### src/rtl/gnrl_iq_comb_decimator_pkg.sv
// Shared definitions for the I/Q accumulate-and-dump decimator:
// default widths, the minimum decimation factor and the output sequencer states.
package gnrl_iq_comb_decimator_pkg;

  localparam int DATA_WIDTH_DEF = 32;
  localparam int DEC_WIDTH_DEF  = 16;
  localparam int MIN_DEC_FACT   = 2;

  typedef enum logic [1:0] {
    IDLE   = 2'd0,
    SEND_I = 2'd1,
    SEND_Q = 2'd2
  } seq_state_t;

endpackage

### src/rtl/gnrl_iq_accum.sv
// One channel of the decimator: wrapping accumulator plus a holding register
// that captures the completed block sum on the dump strobe.
module gnrl_iq_accum #(
  parameter int DATA_WIDTH = 32
) (
  input  logic                  CLK,
  input  logic                  RESET,
  input  logic                  accept,
  input  logic                  dump,
  input  logic [DATA_WIDTH-1:0] sample,
  output logic [DATA_WIDTH-1:0] hold
);

  logic [DATA_WIDTH-1:0] acc;
  logic [DATA_WIDTH-1:0] acc_sum;

  // Modulo 2^DATA_WIDTH arithmetic: no growth or saturation.
  assign acc_sum = acc + sample;

  always_ff @(posedge CLK) begin
    if (RESET) begin
      acc  <= '0;
      hold <= '0;
    end else if (accept) begin
      if (dump) begin
        hold <= acc_sum;
        acc  <= '0;
      end else begin
        acc <= acc_sum;
      end
    end
  end

endmodule

### src/rtl/gnrl_iq_comb_decimator.sv
// Accumulate-and-dump I/Q decimator: sums Neff accepted samples per channel and
// serialises the I sum then the Q sum onto a single output bus.
module gnrl_iq_comb_decimator
  import gnrl_iq_comb_decimator_pkg::*;
#(
  parameter int DATA_WIDTH = DATA_WIDTH_DEF,
  parameter int DEC_WIDTH  = DEC_WIDTH_DEF
) (
  input  logic                  CLK,
  input  logic                  RESET,
  input  logic [DATA_WIDTH-1:0] dataI,
  input  logic [DATA_WIDTH-1:0] dataQ,
  input  logic                  in_valid,
  input  logic [DEC_WIDTH-1:0]  dec_fact,
  output logic [DATA_WIDTH-1:0] dataout,
  output logic                  out_valid
);

  logic [DEC_WIDTH-1:0]  cnt;
  logic [DEC_WIDTH-1:0]  neff_q;
  logic [DEC_WIDTH-1:0]  neff_start;
  logic [DEC_WIDTH-1:0]  neff_now;
  logic                  accept;
  logic                  dump;
  logic [DATA_WIDTH-1:0] hold_i;
  logic [DATA_WIDTH-1:0] hold_q;
  seq_state_t            state;

  assign accept = in_valid;

  // The first sample of a block sees the live factor; later samples use the latch.
  always_comb begin
    neff_start = dec_fact;
    if (dec_fact < DEC_WIDTH'(MIN_DEC_FACT)) begin
      neff_start = DEC_WIDTH'(MIN_DEC_FACT);
    end
    neff_now = (cnt == '0) ? neff_start : neff_q;
    dump     = accept && (cnt == (neff_now - DEC_WIDTH'(1)));
  end

  always_ff @(posedge CLK) begin
    if (RESET) begin
      cnt    <= '0;
      neff_q <= '0;
    end else if (accept) begin
      if (cnt == '0) begin
        neff_q <= neff_start;
      end
      cnt <= dump ? '0 : cnt + DEC_WIDTH'(1);
    end
  end

  gnrl_iq_accum #(.DATA_WIDTH(DATA_WIDTH)) u_accum_i (
    .CLK    (CLK),
    .RESET  (RESET),
    .accept (accept),
    .dump   (dump),
    .sample (dataI),
    .hold   (hold_i)
  );

  gnrl_iq_accum #(.DATA_WIDTH(DATA_WIDTH)) u_accum_q (
    .CLK    (CLK),
    .RESET  (RESET),
    .accept (accept),
    .dump   (dump),
    .sample (dataQ),
    .hold   (hold_q)
  );

  // SEND_Q can chain straight into SEND_I when Neff = 2 keeps the stream full.
  always_ff @(posedge CLK) begin
    if (RESET) begin
      state <= IDLE;
    end else begin
      case (state)
        IDLE:    state <= dump ? SEND_I : IDLE;
        SEND_I:  state <= SEND_Q;
        SEND_Q:  state <= dump ? SEND_I : IDLE;
        default: state <= IDLE;
      endcase
    end
  end

  // In IDLE the bus shows hold_q, which is the last word sent (0 after reset).
  assign out_valid = (state != IDLE);
  assign dataout   = (state == SEND_I) ? hold_i : hold_q;

endmodule

### config.mk
export PLATFORM = sky130hd
export DESIGN_NAME = gnrl_iq_comb_decimator
export DESIGN_NICKNAME = d
export VERILOG_FILES = /design/src/rtl/gnrl_iq_comb_decimator_pkg.sv /design/src/rtl/gnrl_iq_accum.sv /design/src/rtl/gnrl_iq_comb_decimator.sv
export SDC_FILE = /design/constraint.sdc
export NUM_CORES = 1
export LEC_CHECK = 0
export BUFFER_PORTS_ARGS = -buffer_cell sky130_fd_sc_hd__buf_2
export CAP_MARGIN = 40
export CORE_UTILIZATION = 50
export CTS_CLUSTER_DIAMETER = 60
export DETAILED_ROUTE_END_ITERATION = 10
export PLACE_DENSITY = 0.73
export SYNTH_ARGS = -nofsm -noshare
export SYNTH_HDL_FRONTEND = slang
export SYNTH_SLANG_ARGS = --single-unit
### constraint.sdc
create_clock -name CLK -period 5 [get_ports CLK]
set_clock_uncertainty 0.2 [all_clocks]
set_input_delay 0.75 -clock CLK [delete_from_list [all_inputs] [get_ports CLK]]
set_output_delay 0.75 -clock CLK [all_outputs]
set_load 0.01 [all_outputs]
### Yosys cells after proc, flatten, opt, wreduce, memory -nomap -nowiden

Index checks and enable logic that the tools add are counted.

| word-level totals | value |
|---|---|
| register bits after elaboration | 162 |
| output and inout port bits | 33 |
| logic and storage cells | 29 |

| cells by class | value |
|---|---|
| add/subtract/negate cells | 4 |
| reductions and logical operators | 6 |
| magnitude comparators | 1 |
| muxes and demuxes | 8 |
| equality and inequality tests | 3 |

Operators by type and width:

| cell | count |
|---|---|
| two-way mux 32 bit | 3 |
| adder 32 bit | 2 |
| two-way mux 16 bit | 3 |
| adder 16 x 1 -> 16 bit, second input constant | 1 |
| == test 16 bit | 1 |
| zero test 16 bit | 1 |
| less-than comparator 16 x 2 -> 1 bit, second input constant | 1 |
| subtractor 16 x 1 -> 16 bit, second input constant | 1 |
| case mux 2 bit (2 select lines) | 1 |
| == test 2 x 1 -> 1 bit, second input constant | 1 |
| == test 2 bit, second input constant | 1 |
| zero test 2 bit | 1 |
| AND reduction 2 bit | 1 |
| nonzero test 2 bit | 1 |
| OR reduction 2 bit | 1 |
| logical AND 1 bit | 1 |
| two-way mux 1 bit | 1 |

### Longest topological paths before layout

Gate-level depths: netlist of the first run.

| logic depth | value |
|---|---|
| depth after elaboration | 8 |
| mapped depth | 22 |
| mapped depth without buffers | 17 |

### Cells and area by module

A second synthesis of the first run with hierarchy kept.

| second synthesis, totals | value |
|---|---|
| cell total of the unflattened synthesis | 1304 |
| area total of the unflattened synthesis | 10578.9 µm² |

Modules (own cells, without submodules):

| module | area each (µm²) | times used | cells each |
|---|---|---|---|
| gnrl_iq_accum | 3851.2 | 2 | 474 |
| gnrl_iq_comb_decimator | 2876.5 | 1 | 356 |

### Worst setup path before layout of the first run

Ideal clock, no wire load.

| timing | value |
|---|---|
| path type | input -> register |
| from | input port dec_fact[6] |
| to | register u_accum_q.hold[15] |
| slack | 0.110 ns |
| setup time | 0.128 ns |
| cell stages on the path | 17 |
| buffers on the path | 2 |
| arrival | 4.562 ns |
| cell sequence | or4_1 -> nor3_2 -> nand4_1 -> a31oi_1 -> ha_1 -> nor4b_1 -> nand3_1 -> mux2i_1 -> nor2_1 -> or4b_1 -> o211ai_1 -> nand4bb_4 -> nor3_4 -> buf_6 -> buf_6 -> mux2i_1 -> nor2_1 |

| on the way | value |
|---|---|
| longest elaborated chain between the ends | 7 |

Ends and longest elaborated chain:

| item | line | text |
|---|---|---|
| from (decl) | gnrl_iq_comb_decimator.sv:14 | `input logic [DEC_WIDTH-1:0] dec_fact,` |
| less-than comparator 16 x 2 -> 1 bit | gnrl_iq_comb_decimator.sv:34 | `if (dec_fact < DEC_WIDTH'(MIN_DEC_FACT)) begin` |
| two-way mux 16 bit (*) | gnrl_iq_comb_decimator.sv:34 |  |
| two-way mux 16 bit (*) | - |  |
| subtractor 16 x 1 -> 16 bit (*) | gnrl_iq_comb_decimator.sv:38 | `dump = accept && (cnt == (neff_now - DEC_WIDTH'(1)));` |
| == test 16 bit (*) | gnrl_iq_comb_decimator.sv:38 |  |
| logical AND 1 bit (*) | gnrl_iq_comb_decimator.sv:38 |  |
| AND reduction 2 bit (no line) (*) | - |  |
| to (signal assigned) | gnrl_iq_accum.sv:26 | `hold <= acc_sum;` |
| to (decl) | gnrl_iq_accum.sv:11 | `output logic [DATA_WIDTH-1:0] hold` |

Mark *: on every way between the ends. The rest lies on a longest branch, timed or not.
A chain may end at the register's enable or synchronous reset.

### Worst setup path in the final report of the first run

| timing | value |
|---|---|
| from | input port dec_fact[6] |
| to | register u_accum_i.hold[30] |

| on the way | value |
|---|---|
| longest elaborated chain between the ends | 7 |

Ends and longest elaborated chain:

| item | line |
|---|---|
| less-than comparator 16 x 2 -> 1 bit | gnrl_iq_comb_decimator.sv:34 |
| two-way mux 16 bit (*) | gnrl_iq_comb_decimator.sv:34 |
| two-way mux 16 bit (*) | - |
| subtractor 16 x 1 -> 16 bit (*) | gnrl_iq_comb_decimator.sv:38 |
| == test 16 bit (*) | gnrl_iq_comb_decimator.sv:38 |
| logical AND 1 bit (*) | gnrl_iq_comb_decimator.sv:38 |
| AND reduction 2 bit (no line) (*) | - |
| to (signal assigned) | gnrl_iq_accum.sv:26 |
| to (decl) | gnrl_iq_accum.sv:11 |

Marked as above.

==> results of run 1 <==
where the power goes:
part           switching (mW)  total [mW]  internal (mW)
clock                   0.571        1.28          0.706
sequential             0.0661        1.45           1.39
combinational           0.682        1.19          0.509
layout by cell type (no fill, tap or decap), types with 5 or more instances in the layout:
cell type   synthesis  routed
ha_1               65      65
nor4_1             10      10
clkbuf_16           0      17
buf_4               3      12
o21ai_0            30      30
nand4b_1            5       5
or3_1              11      11
a211o_1             7       7
nor2_1            121     120
a211oi_1           16      16
a31oi_1             8       8
nand3_1            19      19
a2111oi_0           6       6
xor2_1             33      33
o21a_1              9       9
dfxtp_1           162     162
clkinvlp_4          0       5
buf_2               3     115
nor2b_1            14      13
mux2_2             34      34
a22o_1             64      64
and3_1             10      10
nor3_1             20      20
and4_1              5       5
o31ai_1             5       5
o211ai_1            6       6
inv_1              29      29
mux2i_1            70      70
xnor2_1            54      54
buf_12              0       7
nand2b_1            8       8
a21oi_1            78      78
nand2_1            74      74
a21o_1             27      27
nand4_1            10      10
final cells by class:
| class | instances | share of cell area |
|---|---|---|
| clock buffers | 19 | 0.0388 |
| clock inverters | 13 | 0.0112 |
| inverters | 29 | 0.00954 |
| multi-input cells | 874 | 0.557 |
| flip-flops and latches | 162 | 0.284 |
| well taps | 265 | 0.0291 |
| repair buffers | 134 | 0.0706 |
metrics by stage:
stage	cell area [sq um]	TNS, ns	std cells
after floorplan	9930	0	1114
after global placement	10800	0	1462
after detailed placement	10800	-0.00275	1464
after CTS	11400	0	1496
after global routing	11400	0	1496
final	11400	0	1496
state kept, by name (all words and copies together), names as in the netlist:
name,cells
u_accum_q.hold,32
u_accum_i.acc,32
neff_q,16
u_accum_i.hold,32
state,2
u_accum_q.acc,32
cnt,16
layer usage:
layer | track usage | vias up | wire length (um)
li1 | - | 4295 | -
met1 | 0.292 | 4032 | 10800
met2 | 0.449 | 205 | 12400
met3 | 0.0661 | 45 | 1350
met4 | 0.0956 | 0 | 656
met5 | 0 | - | 0
how the worst max path moves through the flow:
stage,startpoint,to,slack [ns],cells after the start
4_1_cts,dec_fact[6],u_accum_i.hold[30],0.41,16
3_3_place_gp,dec_fact[6],u_accum_i.hold[30],0.08,16
5_1_grt,dec_fact[6],u_accum_q.acc[31],0.07,18
2_1_floorplan,dec_fact[6],u_accum_q.hold[15],0.11,17
6_report,dec_fact[6],u_accum_i.hold[30],0.40,16
3_5_place_dp,dec_fact[6],u_accum_i.hold[30],-0.003,16
logic make-up after synthesis:
family          count (synthesis)  synth area share
mux                           104             0.109
flops                         162             0.326
fa+ha+maj                      67            0.0859
simple gates                  338             0.171
buf+inv                        78            0.0363
compound gates                278             0.194
xor+xnor                       87            0.0767
==> metrics.yaml, run 1 <==
yosys_register_bits: 162
yosysMostFrequentCell: "dfxtp_1"
grtUsageTotal: 0.254
synth.area.top_cells: "dfxtp_1 (33%), ha_1 (8.2%), mux2i_1 (7.1%)"
area_growth_pct: 14.9
avgViaCountPerCell: 5.73
seqCellArea_sq_um: 3240
crit_slowest_cell: "or4_1"
whs_ns: 0.258
total_power_mw: 3.92
drive_gt1_frac: 0.174
drc_errors: 0
insertion_delay_ns: 0.43
diodes: 0
hold_viol: 0
synth_edf_count: 0
synth_largest_area_cell: "dfxtp_1"
start_util: 0.510
grt_max_degree: 64
finalMaxSlewViolations: 0
yosysWarnings: 0
clk_pin_slew_ns: 0.06
powerDensity_nw_per_um2: 344
path_max_fanout: 6
die_y_um: 143
grt_pass1_wl_mm: 40.6
start_kind: "primary input"
reg2reg_depth: 18
period_needed_ns: 4.60
die_area_sq_um: 20400
final_antenna_net_count: 0
post_drt_wl_per_cell_um: 16.9
period_share: 0.920
yosys.area.top_type_share: 0.326
critPathCaptureType: "flop"
cts_buffers: 17
critical_path_buf_inv_count: 1
worstSetupPathType: "primary input to flop"
worst_r2r_endpoint: "u_accum_i.hold[30]"
cts_setup_buffers: 0
seq_area_frac_synth: 0.326
worst_slack_ns: 0.400
ys_types: 67
vias: 8577
dieWidth_um: 143
synth_commonest_cells: "dfxtp_1 (162), nor2_1 (121), a21oi_1 (78)"
drt_first_pass_iters: 7
worstHoldPathCells: 1
port_buffers: 115
drt-initial-drc-count: 422
nets: 1368
critPathTopFamily: "simple AND/OR/NAND/NOR gates"
holdPathEnd: "u_accum_i.hold[30]"
cp.required_ns: 5.17
fp.coreArea_sq_um: 19500
maxSlewHeadroom: 0.386
dp_slack_ns: -0.00275
r2r_start: "cnt[1]"
wl_mm: 25.2
worst_pin_slew_ns: 0.898
cts_hold_buf: 0
clockBufferDepth: 2
async_reset_ff_frac: 0
overflow: 0
arrival_ns: 4.77
tritoncts: "yes"
min-delay-start: "u_accum_i.hold[30]"
synthCells: 1114
final_util: 0.586
antenna_found_initial: 1
place_hpwl_mm: 18.7
timing.fmax_mhz: 217
synthFlopType: "dfxtp_1"
place_congestion: 0.959
io_pins: 116
critPathMaxStageDelay_ns: 0.57
multi_input_area_sq_um: 6350
hp-class: "flop to flop"
syn_avg_cell_area_sq_um: 8.92
synth.cell_area_sq_um: 9930
cts_resized: 0
fillCellCount: 1767
synth_fp_nets: 1264
rsz0062_at_grt: "false"
htree_levels: 4
rrSetupSlack_ns: 0.45
cts_sinks: 162
placementRows: 51
peakVddDrop_mv: 0.223
grt_pass1_vias: 8290
leakagePower_nw: 4.90
outcome: "finished clean"
setup_viol_count_final: 0
maxCapViolCount: 0
cts_root_buf: "clkbuf_16"
worstPathCellList: "buf_2 > or4_1 > nor3_2 > nand4_1 > a31oi_1 > ha_1 > nor4b_1 > nand3_1 > mux2i_1 > nor2_1 > or4b_1 > o211ai_1 > nand4bb_4 > or3_1 > nor4_1 > a21o_1"
No activity file was read; power rests on OpenSTA's default activity.
==> inputs of run 2 (changes only) <==
--- a/config.mk
+++ b/config.mk
@@ -11,6 +11,7 @@
 export CTS_CLUSTER_DIAMETER = 60
 export DETAILED_ROUTE_END_ITERATION = 10
 export PLACE_DENSITY = 0.73
+export REMOVE_ABC_BUFFERS = 1
 export SYNTH_ARGS = -nofsm -noshare
 export SYNTH_HDL_FRONTEND = slang
 export SYNTH_SLANG_ARGS = --single-unit
==> run 2 against run 1 <==
Combinational power is essentially flat. Routed wire length shrank 1.2%. First-iteration DRC count grew 20%. Via count is essentially flat. Hold slack lost 0.023 ns. Clock-buffer cell count grew 2. Sequential power is essentially flat. Clock power is essentially flat.
==> metrics.yaml, run 2 (synthesized netlist as in run 1, its figures left out) <==
rsz0062_at_grt: "false"  # unchanged
placed_cell_area_sq_um: 11000  # was 10800 sq um
outcome: "finished clean"  # unchanged
drt_first_pass_iters: 5  # was 7
grtUsageTotal: 0.249  # was 0.254
r2r_start: "cnt[0]"  # was cnt[1]
place_inst: 1476  # was 1464
seqCellArea_sq_um: 3240  # unchanged
arrival_ns: 4.80  # was 4.77 ns
final_antenna_net_count: 0  # unchanged
insertion_delay_ns: 0.43  # about the same
maxCapViolCount: 0  # unchanged
cp.required_ns: 5.11  # was 5.17 ns
grt_pass1_vias: 8035  # was 8290
fp.coreArea_sq_um: 19500  # unchanged
combPwrFrac: 0.302  # was 0.304
post_drt_wl_per_cell_um: 16.5  # was 16.9 um
critPathCaptureType: "flop"  # unchanged
worst_pin_slew_ns: 0.786  # was 0.898 ns
p_int_mw: 2.66  # was 2.60 mW
start_util: 0.510  # unchanged
place_hpwl_mm: 18.6  # was 18.7 mm
period_share: 0.939  # was 0.920
cts_buffers: 17  # unchanged
overflow: 0  # unchanged
clockBufferDepth: 2  # unchanged
fillCellCount: 1761  # was 1767
tritoncts: "yes"  # unchanged
nets: 1382  # was 1368
multi_input_area_sq_um: 6360  # was 6350 sq um
dp_slack_ns: -0.163  # was -0.00275 ns
hp-class: "flop to flop"  # unchanged
final_util: 0.595  # was 0.586
grt_max_degree: 55  # was 64
drive_gt1_frac: 0.183  # was 0.174
worstSetupPathType: "flop to flop"  # was primary input to flop
hold_viol: 0  # unchanged
setup_viol_count_final: 0  # unchanged
finalNonFillerCells: 1509  # was 1496
path_max_fanout: 24  # was 6
worst_slack_ns: 0.305  # was 0.400 ns
worstHoldPathCells: 1  # unchanged
drc_errors: 0  # unchanged
clk_pin_slew_ns: 0.06  # about the same
rrSetupSlack_ns: 0.31  # was 0.45 ns
antenna_found_initial: 3  # was 1
port_buffers: 115  # unchanged
place_congestion: 0.905  # was 0.959
grt_pass1_wl_mm: 40.0  # was 40.6 mm
holdPathEnd: "state[0]"  # was u_accum_i.hold[30]
vias: 8570  # was 8577
cts_root_buf: "clkbuf_16"  # unchanged
io_pins: 116  # unchanged
peakVddDrop_mv: 0.226  # was 0.223 mV
p_seq_frac: 0.371  # was 0.370
p_sw_mw: 1.25  # was 1.32 mW
period_needed_ns: 4.69  # was 4.60 ns
placementRows: 51  # unchanged
start_kind: "flop"  # was primary input
wl_mm: 24.9  # was 25.2 mm
switching_share: 0.319  # was 0.336
powerDensity_nw_per_um2: 338  # was 344 nW/um^2
layout_commonest_cell: "dfxtp_1"  # unchanged
timing.fmax_mhz: 213  # was 217 MHz
min-delay-start: "state[0]"  # was u_accum_i.hold[30]
worst_r2r_endpoint: "u_accum_i.hold[22]"  # was u_accum_i.hold[30]
htree_levels: 4  # unchanged
fin_area_sq_um: 11600  # was 11400 sq um
avgViaCountPerCell: 5.68  # was 5.73
cts_hold_buf: 0  # unchanged
leakagePower_nw: 5.01  # was 4.90 nW
area_growth_pct: 16.6  # was 14.9%
drt-initial-drc-count: 506  # was 422
maxSlewHeadroom: 0.462  # was 0.386
cts_sinks: 162  # unchanged
die_y_um: 143  # unchanged
final_cell_mix: "dfxtp_1 (162), nor2_1 (120), buf_2 (115), a21oi_1 (78), nand2_1 (74)"  # unchanged
p_clk_frac: 0.327  # was 0.326
reg2reg_depth: 19  # was 18
die_area_sq_um: 20400  # unchanged
dieWidth_um: 143  # unchanged
finalMaxSlewViolations: 0  # unchanged
-- run 2: cell types whose count changed in the layout (fill, tap and decap cells not counted), sizes merged --
| cell | previous run | this run |
|---|---|---|
| buf | 134 | 148 |
| bufinv | 1 | 2 |
| clkbuf | 19 | 21 |
| clkinv | 4 | 6 |
| clkinvlp | 5 | 1 |
| diode | 0 | 1 |
| inv | 32 | 29 |
-- run 2: worst max-delay path by stage --
stage	start	end	slack, ns
floorplan	dec_fact[6]	cnt[1]	-2.79
global placement	dec_fact[6]	u_accum_i.acc[11]	0.04
detailed placement	dec_fact[6]	u_accum_i.acc[11]	-0.16
CTS	cnt[0]	u_accum_i.acc[5]	0.16
global route	dec_fact[6]	u_accum_i.hold[26]	0.04
finish	cnt[0]	u_accum_i.hold[22]	0.31
-- run 2: layout make-up --
type                            count  share of cell area
Multi-Input combinational cell    874               0.550
Antenna cell                        1            0.000216
Tap cell                          265              0.0286
Clock inverter                      9             0.00940
Inverter                           29             0.00940
Timing Repair Buffer              148              0.0828
Sequential cell                   162               0.280
Clock buffer                       21              0.0398
-- run 2: metrics by stage --
stage	setup TNS (ns)	hold slack, ns	total power [mW]
2_1_floorplan	-279.29	0.204	2.34
3_3_place_gp	0	0.222	2.60
3_5_place_dp	-7.49	0.227	2.64
4_1_cts	0	0.236	3.92
5_1_grt	0	0.262	4.13
6_report	0	0.235	3.91
-- run 2: power groups by stage --
stage	combinational [mW]	clock [mW]	sequential (mW)
floorplan	0.882	0	1.46
global placement	1.13	0	1.47
detailed placement	1.16	0	1.47
CTS	1.17	1.30	1.45
global route	1.31	1.36	1.46
finish	1.18	1.28	1.45
-- run 2: worst max-delay path: stages, from the launching register on --
cell and delay, ns:
dfxtp_1 0.46, inv_1 0.08, ha_1 0.22, nor4b_1 0.16
and4_1 0.21, buf_4 0.23, a31oi_2 0.26, ha_1 0.27
nor4b_2 0.25, nand3_1 0.11, mux2i_1 0.23, nor2_1 0.08
or4b_1 0.48, o211ai_1 0.16, nand4bb_4 0.15, nor3_4 0.29
buf_4 0.21, buf_12 0.19, mux2i_1 0.22, nor2_1 0.06
-- run 2: metal layers --
metal	track usage	wire (um)
met1	0.324	11700
met2	0.416	11800
met3	0.0480	1030
met4	0.0702	327
met5	0	27
-- run 2: what timing repair did --
item                       4_1_cts  5_1_grt
resized for setup                0        2
setup buffers                    0        2
setup endpoints to repair        0       84
==> inputs of run 3 (changes only) <==
--- a/config.mk
+++ b/config.mk
@@ -7,9 +7,11 @@
 export LEC_CHECK = 0
 export BUFFER_PORTS_ARGS = -buffer_cell sky130_fd_sc_hd__buf_2
 export CAP_MARGIN = 40
+export CORE_MARGIN = 2
 export CORE_UTILIZATION = 50
 export CTS_CLUSTER_DIAMETER = 60
 export DETAILED_ROUTE_END_ITERATION = 10
+export GPL_ROUTABILITY_DRIVEN = 0
 export PLACE_DENSITY = 0.73
 export REMOVE_ABC_BUFFERS = 1
 export SYNTH_ARGS = -nofsm -noshare
==> run 3 against run 2 <==
Utilization grew 0.11 points. Non-clock buffer count decreased by 3. Via count fell by 0.14%. Routed wire length hardly changed. Combinational power about the same. Critical path type is now primary input to flop.
==> metrics.yaml, run 3 (synthesized netlist as in run 1, its figures left out) <==
worst_slack_ns: 0.358  # was 0.305 ns
cts_hold_buf: 0  # unchanged
place_hpwl_mm: 18.2  # was 18.6 mm
clockBufferDepth: 2  # unchanged
placementRows: 51  # unchanged
path_max_fanout: 17  # was 24
htree_levels: 4  # unchanged
antenna_found_initial: 3  # unchanged
cts_sinks: 162  # unchanged
arrival_ns: 4.73  # was 4.80 ns
worstSetupPathType: "primary input to flop"  # was flop to flop
worstPathCellList: "buf_2 > nor4_1 > nand4_1 > a31oi_1 > ha_1 > nor4b_1 > nand3_1 > mux2i_1 > nor2_1 > or4b_1 > o211ai_1 > nand4bb_4 > nor3_4 > buf_4 > buf_12 > mux2i_1 > nor2_1"  # was inv_1 > ha_1 > nor4b_1 > and4_1 > buf_4 > a31oi_2 > ha_1 > nor4b_2 > nand3_1 > mux2i_1 > nor2_1 > or4b_1 > o211ai_1 > nand4bb_4 > nor3_4 > buf_4 > buf_12 > mux2i_1 > nor2_1
peakVddDrop_mv: 0.246  # was 0.226 mV
tritoncts: "yes"  # unchanged
io_pins: 116  # unchanged
critPathMaxStageDelay_ns: 0.60  # was 0.48 ns
fp.coreArea_sq_um: 19500  # unchanged
maxSlewHeadroom: 0.492  # was 0.462
period_share: 0.928  # was 0.939
hp-class: "flop to flop"  # unchanged
cts_buffers: 17  # unchanged
area_growth_pct: 16.8  # was 16.6%
grtUsageTotal: 0.237  # was 0.249
crit_slowest_cell: "nor4_1"  # was or4b_1
wl_mm: 24.9  # about the same
grt_pass1_vias: 8242  # was 8035
setup_viol_count_final: 0  # unchanged
avgViaCountPerCell: 5.68  # about the same
post_drt_wl_per_cell_um: 16.5  # about the same
cts_root_buf: "clkbuf_16"  # unchanged
total_power_mw: 4.04  # was 3.91 mW
critPathTopFamily: "simple AND/OR/NAND/NOR gates"  # unchanged
drive_gt1_frac: 0.181  # was 0.183
overflow: 0  # unchanged
outcome: "finished clean"  # unchanged
die_area_sq_um: 21000  # was 20400 sq um
place_inst: 1475  # was 1476
leakagePower_nw: 5.02  # was 5.01 nW
clk_pin_slew_ns: 0.06  # about the same
worst_pin_slew_ns: 0.743  # was 0.786 ns
maxCapViolCount: 0  # unchanged
vias: 8558  # was 8570
layout_commonest_cell: "dfxtp_1"  # unchanged
drt-initial-drc-count: 487  # was 506
drc_errors: 0  # unchanged
insertion_delay_ns: 0.43  # about the same
critPathCaptureType: "flop"  # unchanged
final_util: 0.596  # was 0.595
final_cell_mix: "dfxtp_1 (162), nor2_1 (120), buf_2 (115), a21oi_1 (78), nand2_1 (74)"  # unchanged
hold_viol: 0  # unchanged
cp.required_ns: 5.09  # was 5.11 ns
grt_max_degree: 64  # was 55
start_kind: "primary input"  # was flop
grt_pass1_wl_mm: 40.9  # was 40.0 mm
powerDensity_nw_per_um2: 348  # was 338 nW/um^2
timing.fmax_mhz: 215  # was 213 MHz
rsz0062_at_grt: "false"  # unchanged
nets: 1379  # was 1382
critical_path_buf_inv_count: 3  # was 4
finalMaxSlewViolations: 0  # unchanged
die_y_um: 145  # was 143 um
start_util: 0.510  # unchanged
period_needed_ns: 4.64  # was 4.69 ns
finalNonFillerCells: 1508  # was 1509
drt_first_pass_iters: 7  # was 5
dieWidth_um: 145  # was 143 um
final_antenna_net_count: 0  # unchanged
dp_slack_ns: -0.0541  # was -0.163 ns
port_buffers: 115  # unchanged
## run 3: changes by cell type in the layout (fill, tap and decap cells not counted), moves of 2 or more
cell	previous run	this run
buf_4	24	21
buf_16	3	1
bufinv_16	2	4
clkbuf_8	2	4
## run 3: where the power goes
part	switching, mW	total [mW]	internal [mW]
Combinational	0.657	1.17	0.516
Clock	0.528	1.41	0.885
Sequential	0.0634	1.45	1.39
## run 3: path summary, 6_finish.rpt
kind	startpoint	depth (start not counted)	slack [ns]	to
min	state[0]	1	0.25	state[0]
max reg2reg	cnt[0]	19	0.48	u_accum_q.hold[9]
max	dec_fact[14]	17	0.36	u_accum_q.hold[9]
min reg2reg	state[0]	1	0.25	state[0]
## run 3: layout make-up
class	count	area, sq um
antenna	2	5.00
sequential	162	3240
multi-input combinational	874	6360
clock buffer	22	484
clock inverter	9	153
timing repair buffer	145	916
tap	265	332
fill	1724	7860
inverter	29	109
## run 3: stage by stage
step | cell area [sq um] | TNS [ns] | hold slack, ns
final | 11600 | 0 | 0.246
after detailed placement | 11000 | -1.42 | 0.245
after global placement | 10900 | 0 | 0.230
after global routing | 11600 | 0 | 0.285
after floorplan | 9680 | -279.29 | 0.204
after CTS | 11600 | 0 | 0.251
## run 3: timing repair
action,4_1_cts,5_1_grt
endpoints found under the setup margin,0,49
gates resized for setup,0,1
buffers inserted,0,0
## run 3: worst register-to-register path, stage by stage (launching register included)
cell,delay (ns)
dfxtp_1,0.37
inv_1,0.08
ha_1,0.16
nor4b_2,0.23
and4_1,0.36
nand2_1,0.08
o22ai_1,0.20
ha_1,0.26
nor4b_1,0.25
nand3_1,0.11
mux2i_1,0.20
nor2_1,0.08
or4b_1,0.48
o211ai_1,0.16
nand4bb_4,0.15
nor3_4,0.28
buf_4,0.24
buf_12,0.19
mux2i_1,0.25
nor2_1,0.06
## run 3: per-layer routing
layer | vias up | global-route usage | routed length, um
met5 | - | 0 | 11
met4 | 2 | 0.0807 | 491
met3 | 43 | 0.0428 | 1120
met2 | 183 | 0.389 | 11700
met1 | 4027 | 0.313 | 11600
li1 | 4303 | - | -
